**config.mk**
```make
export PLATFORM = sky130hd
export DESIGN_NAME = sq_recon
export DESIGN_NICKNAME = d
export VERILOG_FILES = /design/src/rtl/sq_recon_pkg.sv /design/src/rtl/sq_recon.sv
export SDC_FILE = /design/constraint.sdc
export NUM_CORES = 1
export LEC_CHECK = 0
export BUFFER_PORTS_ARGS = -buffer_cell sky130_fd_sc_hd__buf_4
export CORE_ASPECT_RATIO = 0.9
export CORE_MARGIN = 4
export CORE_UTILIZATION = 52
export DETAILED_ROUTE_END_ITERATION = 7
export PLACE_DENSITY_LB_ADDON = 0.25
export SETUP_SLACK_MARGIN = 0.2
export SLEW_MARGIN = 0
export SYNTH_ARGS = -nofsm -noshare
export SYNTH_HDL_FRONTEND = slang
export SYNTH_SLANG_ARGS = --single-unit
```
**constraint.sdc**
```tcl
create_clock -name clk -period 8.03 [get_ports clk]
set_input_delay 0.4015 -clock clk [delete_from_list [all_inputs] [get_ports clk]]
set_output_delay 0.4015 -clock clk [all_outputs]
set_load 0.005 [all_outputs]
```
**src/rtl/sq_recon_pkg.sv**
```systemverilog
// Shared constants for the square reconstructor and the sqrt wrapper that pairs with it.
// Keeping the width and state encoding here keeps both sides of the round trip in step.
package sq_recon_pkg;

  localparam int SQ_W = 32;

  typedef logic [1:0] state_t;

  localparam state_t ST_IDLE = 2'd0;
  localparam state_t ST_MUL  = 2'd1;
  localparam state_t ST_ADD  = 2'd2;

endpackage

```
**src/rtl/sq_recon.sv**
```systemverilog
// Iterative square reconstructor: rad = root*root + rem, MSB-first shift-add, one root bit
// per clock, plus a flag for (root, rem) pairs that no exact integer square root could give.
module sq_recon
  import sq_recon_pkg::*;
#(
  parameter int W     = SQ_W,
  parameter int CNT_W = $clog2(W)
) (
  input  logic           clk,
  input  logic           rst_n,
  input  logic           start,
  input  logic [W-1:0]   root,
  input  logic [W:0]     rem,
  output logic           busy,
  output logic           valid,
  output logic [2*W-1:0] rad,
  output logic           err
);

  localparam logic [CNT_W-1:0] LAST_CNT = CNT_W'(W - 1);

  state_t           state;
  state_t           state_d;
  logic [CNT_W-1:0] cnt;
  logic [W-1:0]     rop;
  logic [W-1:0]     mcand;
  logic [W:0]       rrem;
  logic [2*W-1:0]   acc;
  logic [2*W-1:0]   acc_d;
  logic [2*W:0]     sum;
  logic             err_q;

  // State register.
  // NOTE: sequential state uses non-blocking (<=) so every register samples pre-edge values.
  always_ff @(posedge clk or negedge rst_n) begin
    if (!rst_n) begin
      state <= ST_IDLE;
    end else begin
      state <= state_d;
    end
  end

  // Next-state logic; a start strobe restarts from any state.
  // NOTE: state_d gets a default first so no path leaves it unassigned (no inferred latch).
  always_comb begin
    state_d = state;
    case (state)
      ST_IDLE: state_d = ST_IDLE;
      ST_MUL:  if (cnt == LAST_CNT) state_d = ST_ADD;
      ST_ADD:  state_d = ST_IDLE;
      default: state_d = ST_IDLE;
    endcase
    if (start) begin
      state_d = ST_MUL;
    end
  end

  // Output logic.
  always_comb begin
    busy = (state != ST_IDLE);
  end

  // rop is the multiplier, consumed MSB first; mcand keeps the unshifted root as multiplicand.
  always_comb begin
    acc_d = {acc[2*W-2:0], 1'b0};
    if (rop[W-1]) begin
      acc_d = acc_d + {{W{1'b0}}, mcand};
    end
    sum = {1'b0, acc} + {{W{1'b0}}, rrem};
  end

  // Datapath registers. Everything is a flop, so all of it is cleared by reset.
  always_ff @(posedge clk or negedge rst_n) begin
    if (!rst_n) begin
      cnt   <= '0;
      rop   <= '0;
      mcand <= '0;
      rrem  <= '0;
      acc   <= '0;
      err_q <= 1'b0;
      rad   <= '0;
      err   <= 1'b0;
      valid <= 1'b0;
    end else if (start) begin
      cnt   <= '0;
      rop   <= root;
      mcand <= root;
      rrem  <= rem;
      acc   <= '0;
      err_q <= (rem > {root, 1'b0});
      valid <= 1'b0;
    end else begin
      case (state)
        ST_MUL: begin
          acc <= acc_d;
          rop <= {rop[W-2:0], 1'b0};
          cnt <= cnt + CNT_W'(1);
        end
        ST_ADD: begin
          // Carry-out can only occur when rem already exceeds 2*root.
          rad   <= sum[2*W-1:0];
          err   <= err_q | sum[2*W];
          valid <= 1'b1;
        end
        default: begin
        end
      endcase
    end
  end

endmodule

```
[Word level (Yosys, flattened, before mapping)]
Index checks and enable logic that the tools add are counted.
Operators by class
  add/sub/neg operators: 3
  $mul: 0
  div/mod/pow operators: 0
  $lt $le $gt $ge: 1
  equal/unequal tests: 4
  shifts and indexed selects: 0
  multiplexer cells: 12
  bitwise gates (word level): 2
  reductions and logical operators: 4
Operator list (number)
  64-bit 2-to-1 mux: 3
  64-bit by 33-bit adder with 65-bit output: 1
  64-bit by 32-bit adder with 64-bit output: 1
  32-bit 2-to-1 mux: 2
  33-bit > comparator: 1
  5-bit 2-to-1 mux: 2
  2-bit 2-to-1 mux: 3
  2-bit nonzero test: 3
  5-bit by 1-bit adder with 5-bit output (second input constant): 1
  5-bit equality test (second input constant): 1
  3-bit != test (second input constant): 1
  2-bit by 1-bit equality test with 1-bit output (second input constant): 1
  2-bit equality test (second input constant): 1
  1-bit 2-to-1 mux: 2
  2-bit AND reduction: 1
  1-bit inverter: 1
  1-bit OR: 1
Storage, ports and cells
  bits in registers: 235
  latch bits: 0
  memory bits (writable): 0
  ROM bits: 0
  output and inout bits: 67
  memories kept: 0

[Logic depth before layout (Yosys ltp)]
Gate-level depths: netlist (run 1).
  word-level depth: 4
  mapped depth: 13

[Worst setup path before layout (run 1)]
OpenSTA, ideal clock, no wires.
  path kind: reg-to-reg
  from: register acc[0]
  to: register acc[47]
  data arrival time: 2831 ps
  slack: 5099 ps
  cell stages (with the launch flop): 13
  path buffers: 1
  clock period less this slack: 2931 ps
  path through: dfrtp_1 > ha_1 > inv_1 > fa_1 > nand2b_1 > a21oi_2 > o21ai_2 > a2111oi_4 > a41o_2 > a21boi_4 > buf_6 > or3_1 > a311oi_1
On the way
  cells in the longest elaborated chain, start to end: 4
Ends and longest elaborated chain
  start, declared: line sq_recon.sv:28  | logic [2*W-1:0] acc;
  start signal, assigned: line sq_recon.sv:79  | acc <= '0;
  start signal, assigned: line sq_recon.sv:89  | acc <= '0;
  start signal, assigned: line sq_recon.sv:95  | acc <= acc_d;
  64-bit by 32-bit adder with 64-bit output: line sq_recon.sv:67  | acc_d = acc_d + {{W{1'b0}}, mcand};
  64-bit 2-to-1 mux: line sq_recon.sv:66  | if (rop[W-1]) begin
  64-bit 2-to-1 mux: line sq_recon.sv:93  | case (state)
  64-bit 2-to-1 mux: line sq_recon.sv:84  | end else if (start) begin
Every way passes these cells. The select of a mux whose other input is x is not followed.
A chain may end at the register's enable or synchronous reset.

[Final worst setup path (run 1)]
  from: register acc[1]
  to: register acc[62]
The elaborated chain is that of the path after synthesis.

==> results of run 1 <==
==> worst paths after layout <==
check                       endpoint  slack (ns)  cells past startpoint
setup / recovery             acc[62]        4.38                     10
min in group asynchronous    rad[53]        0.46                      2
hold / removal             mcand[28]         0.1                      3
max in group asynchronous     acc[9]        6.13                      3
setup reg to reg             acc[62]        4.38                     10
hold reg to reg               rad[3]        0.48                      2
==> final cells by class <==
type	count	share of cell area, %
clock buffer	41	4.91
clock inverter	8	0.601
inverter	90	2.00
multi-input combinational	1222	48.5
sequential	235	34.8
tap	360	2.67
timing repair buffer	142	6.47
==> cell usage in the layout, fill, tap and decap left out, types with 43 or more instances in the layout <==
cell	count
a211oi_1	54
a21oi_1	102
buf_4	138
dfrtp_1	235
ha_1	98
inv_1	89
mux2i_1	43
nand2_1	192
nor2_1	127
o21ai_0	150
xnor2_1	69
==> power breakdown <==
part / total (mW) / internal [mW] / switching (mW)
combinational: 0.768 / 0.304 / 0.464
sequential: 1.33 / 1.25 / 0.0726
clock: 1.27 / 0.772 / 0.500
==> sequential cells by signal, indices dropped and copies added, names as in the netlist <==
register  cells
acc          64
cnt           5
err           1
err_q         1
mcand        32
rad          64
rop          32
rrem         33
state         2
valid         1
==> metrics by stage <==
| step | std cells | setup WS, ns | hold WS, ns | total power [mW] | util (%) |
|---|---|---|---|---|---|
| after floorplan | 1638 | 5.10 | 0.106 | 1.87 | - |
| after global placement | 2048 | 4.56 | 0.462 | 2.09 | 57.0 |
| after detailed placement | 2048 | 4.43 | 0.470 | 2.10 | 57.0 |
| after CTS | 2098 | 4.40 | 0.0786 | 3.39 | 60.4 |
| after global routing | 2098 | 4.19 | 0.0882 | 3.54 | 60.4 |
| final | 2098 | 4.38 | 0.0989 | 3.37 | 60.4 |
==> metal layers <==
metal | GRT usage [%] | part of all wire, % | up-vias | routed length [microns]
li1 | - | - | 5968 | -
met1 | 38.2 | 47 | 5915 | 18300
met2 | 35.4 | 43 | 382 | 16400
met3 | 4.47 | 7.3 | 65 | 2820
met4 | 6.37 | 2.7 | 2 | 1040
met5 | 0 | 0.034 | - | 13
==> critical path: stages (launching register included) <==
cell and delay [ns]:
dfrtp_1 0.44, ha_1 0.32, a211oi_1 0.25, nor2_1 0.11, o31ai_1 0.55, o21ai_1 0.19, a211oi_1 0.53, o31a_1 0.55
a211oi_1 0.19, xnor2_1 0.16, a211oi_1 0.24
==> cells by family (layout without fill, tap and decap cells) <==
logic type	Yosys count	after routing	synth area share, %
muxes	77	77	5.51
xor gates and xnor gates	108	108	6.41
and+or+nand+nor	466	466	14.3
DFF	235	235	39.9
buffers and inverters	181	281	4.77
adders and majority gates	100	100	8.58
AOI/OAI and AO/OA	471	471	20.6
==> metrics.txt, run 1 <==
design area 16900 sq um; Root Driver clkbuf_16; CP Launch Type flip-flop; Via density 5.88; Warnings, synthesis 0; status finished, final reports clean; area of the multi-input gates 8180 sq um; H-tree Lvls 1; final WL 38600 microns; Worst Path Arrival 4.09 ns; largest net degree at the start of global routing 147; Hold Path Class in -> reg; asr flop ratio synth 100%; maximum vdd ir drop 0.143 mV; # Post-CTS Setup Buffers 0; storage element area 5880 sq um; Starting Density 52.8%; hold buffer count at cts 1; Final Setup Violations 0; pins over their slew limit 0; drt pass-1 iters 6; via count 12300; 1st-iter DRT viols 956; Synth Register Bits 235; layout net count 1886; share of cells above drive strength 1 14.6%; first-pass GRT wire length 62800 microns; Leak 8.04 nW; RSZ-0062 raised after global routing false; Resize count post-CTS 0; clock skew 0.0155 ns; Setup crit end kind flip-flop; Antenna diodes 0; Placed Instance Area 15900 sq um; Antenna Violating Nets Remaining 0; Max Root-Sink Buffers 3; die footprint 31100 sq um; Worst Path Max Fanout 9; fmax 274 MHz; EDFF count, synth 0; Die H 168 microns; clock latency on the worst-skew pair 0.55 ns; max cap viols 0; buffers added on ports 134; Synth area leaders dfrtp_1 40%, ha_1 8.3%, o21ai_0 5.1%, nand2_1 4.9%, xnor2_1 4.1%; post-route DRC violation count 0; register area share after synthesis 39.9%; post-route setup TNS 0 ns; number of antenna violations at the first check in global routing 1; Tcrit/Tclk final 45.4%; area leader, netlist dfrtp_1; Final Hold Fails 0; standard-cell rows 58; post-layout minimum cycle time 3.65 ns; Slew @ Worst Pin 1.16 ns; synthesized cell area 14800 sq um; Post-synth top cells 235 x dfrtp_1, 193 x nand2_1, 150 x o21ai_0, 127 x nor2_1, 102 x a21oi_1; GRT overflow 0; Synth cell types 71; gp weighted congestion 0.951; core area 27900 sq um; Critical Path Start acc[1]; area grow syn2layout 14.4%; GRT Total Usage 24.6%; # IOs 135; critical path type reg -> reg; detailed placer's ending HPWL 27700 microns; worst reg2reg path startpoint acc[1]; Clk pin slew, worst setup/hold paths 0.06 ns; data required time of the worst path 8.47 ns; syn_area_per_cell 9.01 sq um; Die Width 186 microns; CTS tree built; Yosys top cell area share 39.9%; fillcell total 2426; PwrDens 200 nW/um^2; cell with the most instances after synthesis dfrtp_1; WL/cell 18.4 microns; min-delay src root[28]; vias in the first global route 11700; Net Count, Synth 1806; Num CTS Buffers 27; Mapped Cells 1638; Most used DFF post-synth dfrtp_1; Sink Count 235; Slew headroom 22.9%
Note: power is estimated with default switching activity, not from simulation.
==> inputs of run 2 (changes only) <==
==> constraint.sdc (replaced) <==
create_clock -name clk -period 3.8 [get_ports clk]
set_input_delay 0.19 -clock clk [delete_from_list [all_inputs] [get_ports clk]]
set_output_delay 0.19 -clock clk [all_outputs]
set_load 0.005 [all_outputs]
==> metrics.txt, run 2 (same netlist as run 1, synthesis figures left out) <==
worst reg2reg path startpoint acc[0]; vias in the first global route 12300 (+4.6%); via count 12600 (+1.9%); # IOs 135 (unchanged); Max Root-Sink Buffers 3 (unchanged); buffers added on ports 134 (unchanged); min-delay src start; Hold Path Class in -> reg; clock latency on the worst-skew pair 0.54 ns (about the same); max cap viols 0 (unchanged); Antenna diodes 0 (unchanged); Placed Instance Area 16000 sq um (+0.55%); PwrDens 405 nW/um^2 (+100%); Comb pwr share 23.8% (+1.0 points); Die H 168 microns (unchanged); switching part of the total 30.9% (+0.11 points); area grow syn2layout 19.6%; design area 17600 sq um (+4.5%); Sink Count 235 (unchanged); Tcrit/Tclk final 88.4% (+43 points); pins over their slew limit 0 (unchanged); Antenna Violating Nets Remaining 0 (unchanged); drt pass-1 iters 5 (-1); Final Hold Fails 0 (unchanged); post-layout minimum cycle time 3.36 ns (-0.289 ns); Num CTS Buffers 27 (unchanged); GRT Total Usage 25.3% (+0.77 points); Slew @ Worst Pin 0.978 ns (-0.178 ns); final WL 39600 microns (+2.6%); commonest non-fill, non-tap cell in the layout dfrtp_1; Final Setup Violations 0 (unchanged); GRT overflow 0 (unchanged); CTS tree built; first-pass GRT wire length 64900 microns (+3.5%); most frequent cells in the layout 235 x dfrtp_1, 192 x nand2_1, 150 x o21ai_0; Leak 8.38 nW (+4.2%); storage element area 5880 sq um (unchanged); area of the multi-input gates 8190 sq um (about the same); Slew headroom 34.8% (+12 points); RSZ-0062 raised after global routing true; top flop regs acc (64), rad (64), rrem (33); core area 27900 sq um (unchanged); Critical Path Slowest Stage Cell a2111oi_4; Clock Power Share 37.1% (-0.7 points); share of cells above drive strength 1 14.5% (about the same); clock skew 0.0133 ns (-0.00216 ns); post-route DRC violation count 0 (unchanged); fillcell total 2307 (-4.9%); number of antenna violations at the first check in global routing 0 (-1); Critical Path Start acc[0]; CP Launch Type flip-flop; H-tree Lvls 1 (unchanged); CP Cell Sequence ha_1, inv_1, fa_1, nand2b_1, a21oi_2, o21ai_2, a2111oi_4, a41o_2, a21boi_4, nor4_1, xnor2_1, a211oi_2; Worst Path Max Fanout 25 (+16); internal power 4.94 mW (+110%); Starting Density 52.8% (unchanged); maximum vdd ir drop 0.344 mV (+140%); Sw Pwr 2.21 mW (+110%); Flop pwr share 39.2% (-0.2 points); Via density 5.78 (-1.7%); gp weighted congestion 0.933 (-1.9%); WP buf/inv 1 (+1); largest net degree at the start of global routing 123 (-16%); post-route setup TNS 0 ns (unchanged); Setup crit end kind flip-flop; Die Width 186 microns (unchanged); Root Driver clkbuf_16; Worst Path Arrival 3.80 ns (-0.29 ns); WL/cell 18.2 microns (-1.0%); fmax 298 MHz (+8.6%); layout net count 1964 (+4.1%); 1st-iter DRT viols 944 (-1.3%); delay-heaviest family, CP compound AO/OA/AOI/OAI gates; detailed placer's ending HPWL 28000 microns (+0.98%); critical path type reg -> reg; standard-cell rows 58 (unchanged); Clk pin slew, worst setup/hold paths 0.06 ns (about the same); die footprint 31100 sq um (unchanged); worst stage delay on the critical path 0.42 ns (-0.13 ns); data required time of the worst path 4.24 ns (-4.23 ns); status finished, final reports clean
## run 2: changes by cell type in the layout (fill, tap and decap cells not counted), moves of 2 or more
cell / before / now
buf_12: 1 / 4
buf_4: 138 / 148
clkbuf_8: 10 / 4
dlygate4sd3_1: 1 / 66
clkinv_2: 2 / 4
## run 2: power by group through the flow
stage	combinational, mW	sequential [mW]	clock, mW
finish	1.70	2.80	2.65
global route	1.89	2.82	2.80
CTS	1.67	2.79	2.69
detailed placement	1.61	2.84	0
global placement	1.59	2.84	0
floorplan	1.17	2.78	0
## run 2: worst paths after layout
check	end	slack [ns]	depth (start not counted)
worst max-delay path	acc[63]	0.44	12
min in group asynchronous	rad[53]	0.33	2
worst min-delay path	acc[0]	0.11	2
worst min register to register	rad[55]	0.48	2
max in group asynchronous	rad[26]	2.57	3
worst max register to register	acc[63]	0.44	12
## run 2: stage by stage
step | power, mW | setup WS [ns] | hold WS (ns) | util (%) | cells
5_1_grt | 7.51 | 0.179 | 0.131 | 63.1 | 2175
3_5_place_dp | 4.45 | 0.346 | 0.358 | 57.3 | 2058
2_1_floorplan | 3.94 | 0.869 | -0.106 | - | 1638
6_report | 7.15 | 0.441 | 0.113 | 63.1 | 2175
3_3_place_gp | 4.43 | 0.386 | 0.355 | 57.3 | 2058
4_1_cts | 7.16 | 0.326 | 0.0935 | 63.0 | 2172
## run 2: repair_timing
| item | 4_1_cts | 5_1_grt |
|---|---|---|
| hold buffers | 66 | 0 |
| gates resized for setup | 0 | 1 |
| setup endpoints to repair | 0 | 3 |
| setup buffers | 0 | 3 |
| hold endpoints to repair | 216 | 0 |
## run 2: final cells by class
type	count	share of cell area, %
timing repair buffer	220	10.6
inverter	90	1.92
clock inverter	12	0.901
sequential	235	33.3
multi-input combinational	1222	46.4
clock buffer	36	4.25
tap	360	2.55
## run 2: worst register-to-register path, delay by kind of cell (launching register included)
family | cells | cell delay, ns
XOR/XNOR | 1 | 0.13
AND/OR/NAND/NOR | 2 | 0.56
adder cells (fa/ha/maj) | 2 | 0.61
flip-flops | 1 | 0.39
buffers and inverters | 1 | 0.07
AO/OA/AOI/OAI | 6 | 1.52
## run 2: per-layer routing
| metal | vias up | wire, microns | track usage [%] |
|---|---|---|---|
| li1 | 6117 | - | - |
| met1 | 6053 | 19500 | 39.6 |
| met2 | 347 | 17200 | 37.8 |
| met3 | 55 | 2030 | 3.22 |
| met4 | 0 | 904 | 5.76 |
| met5 | - | 0 | 0 |
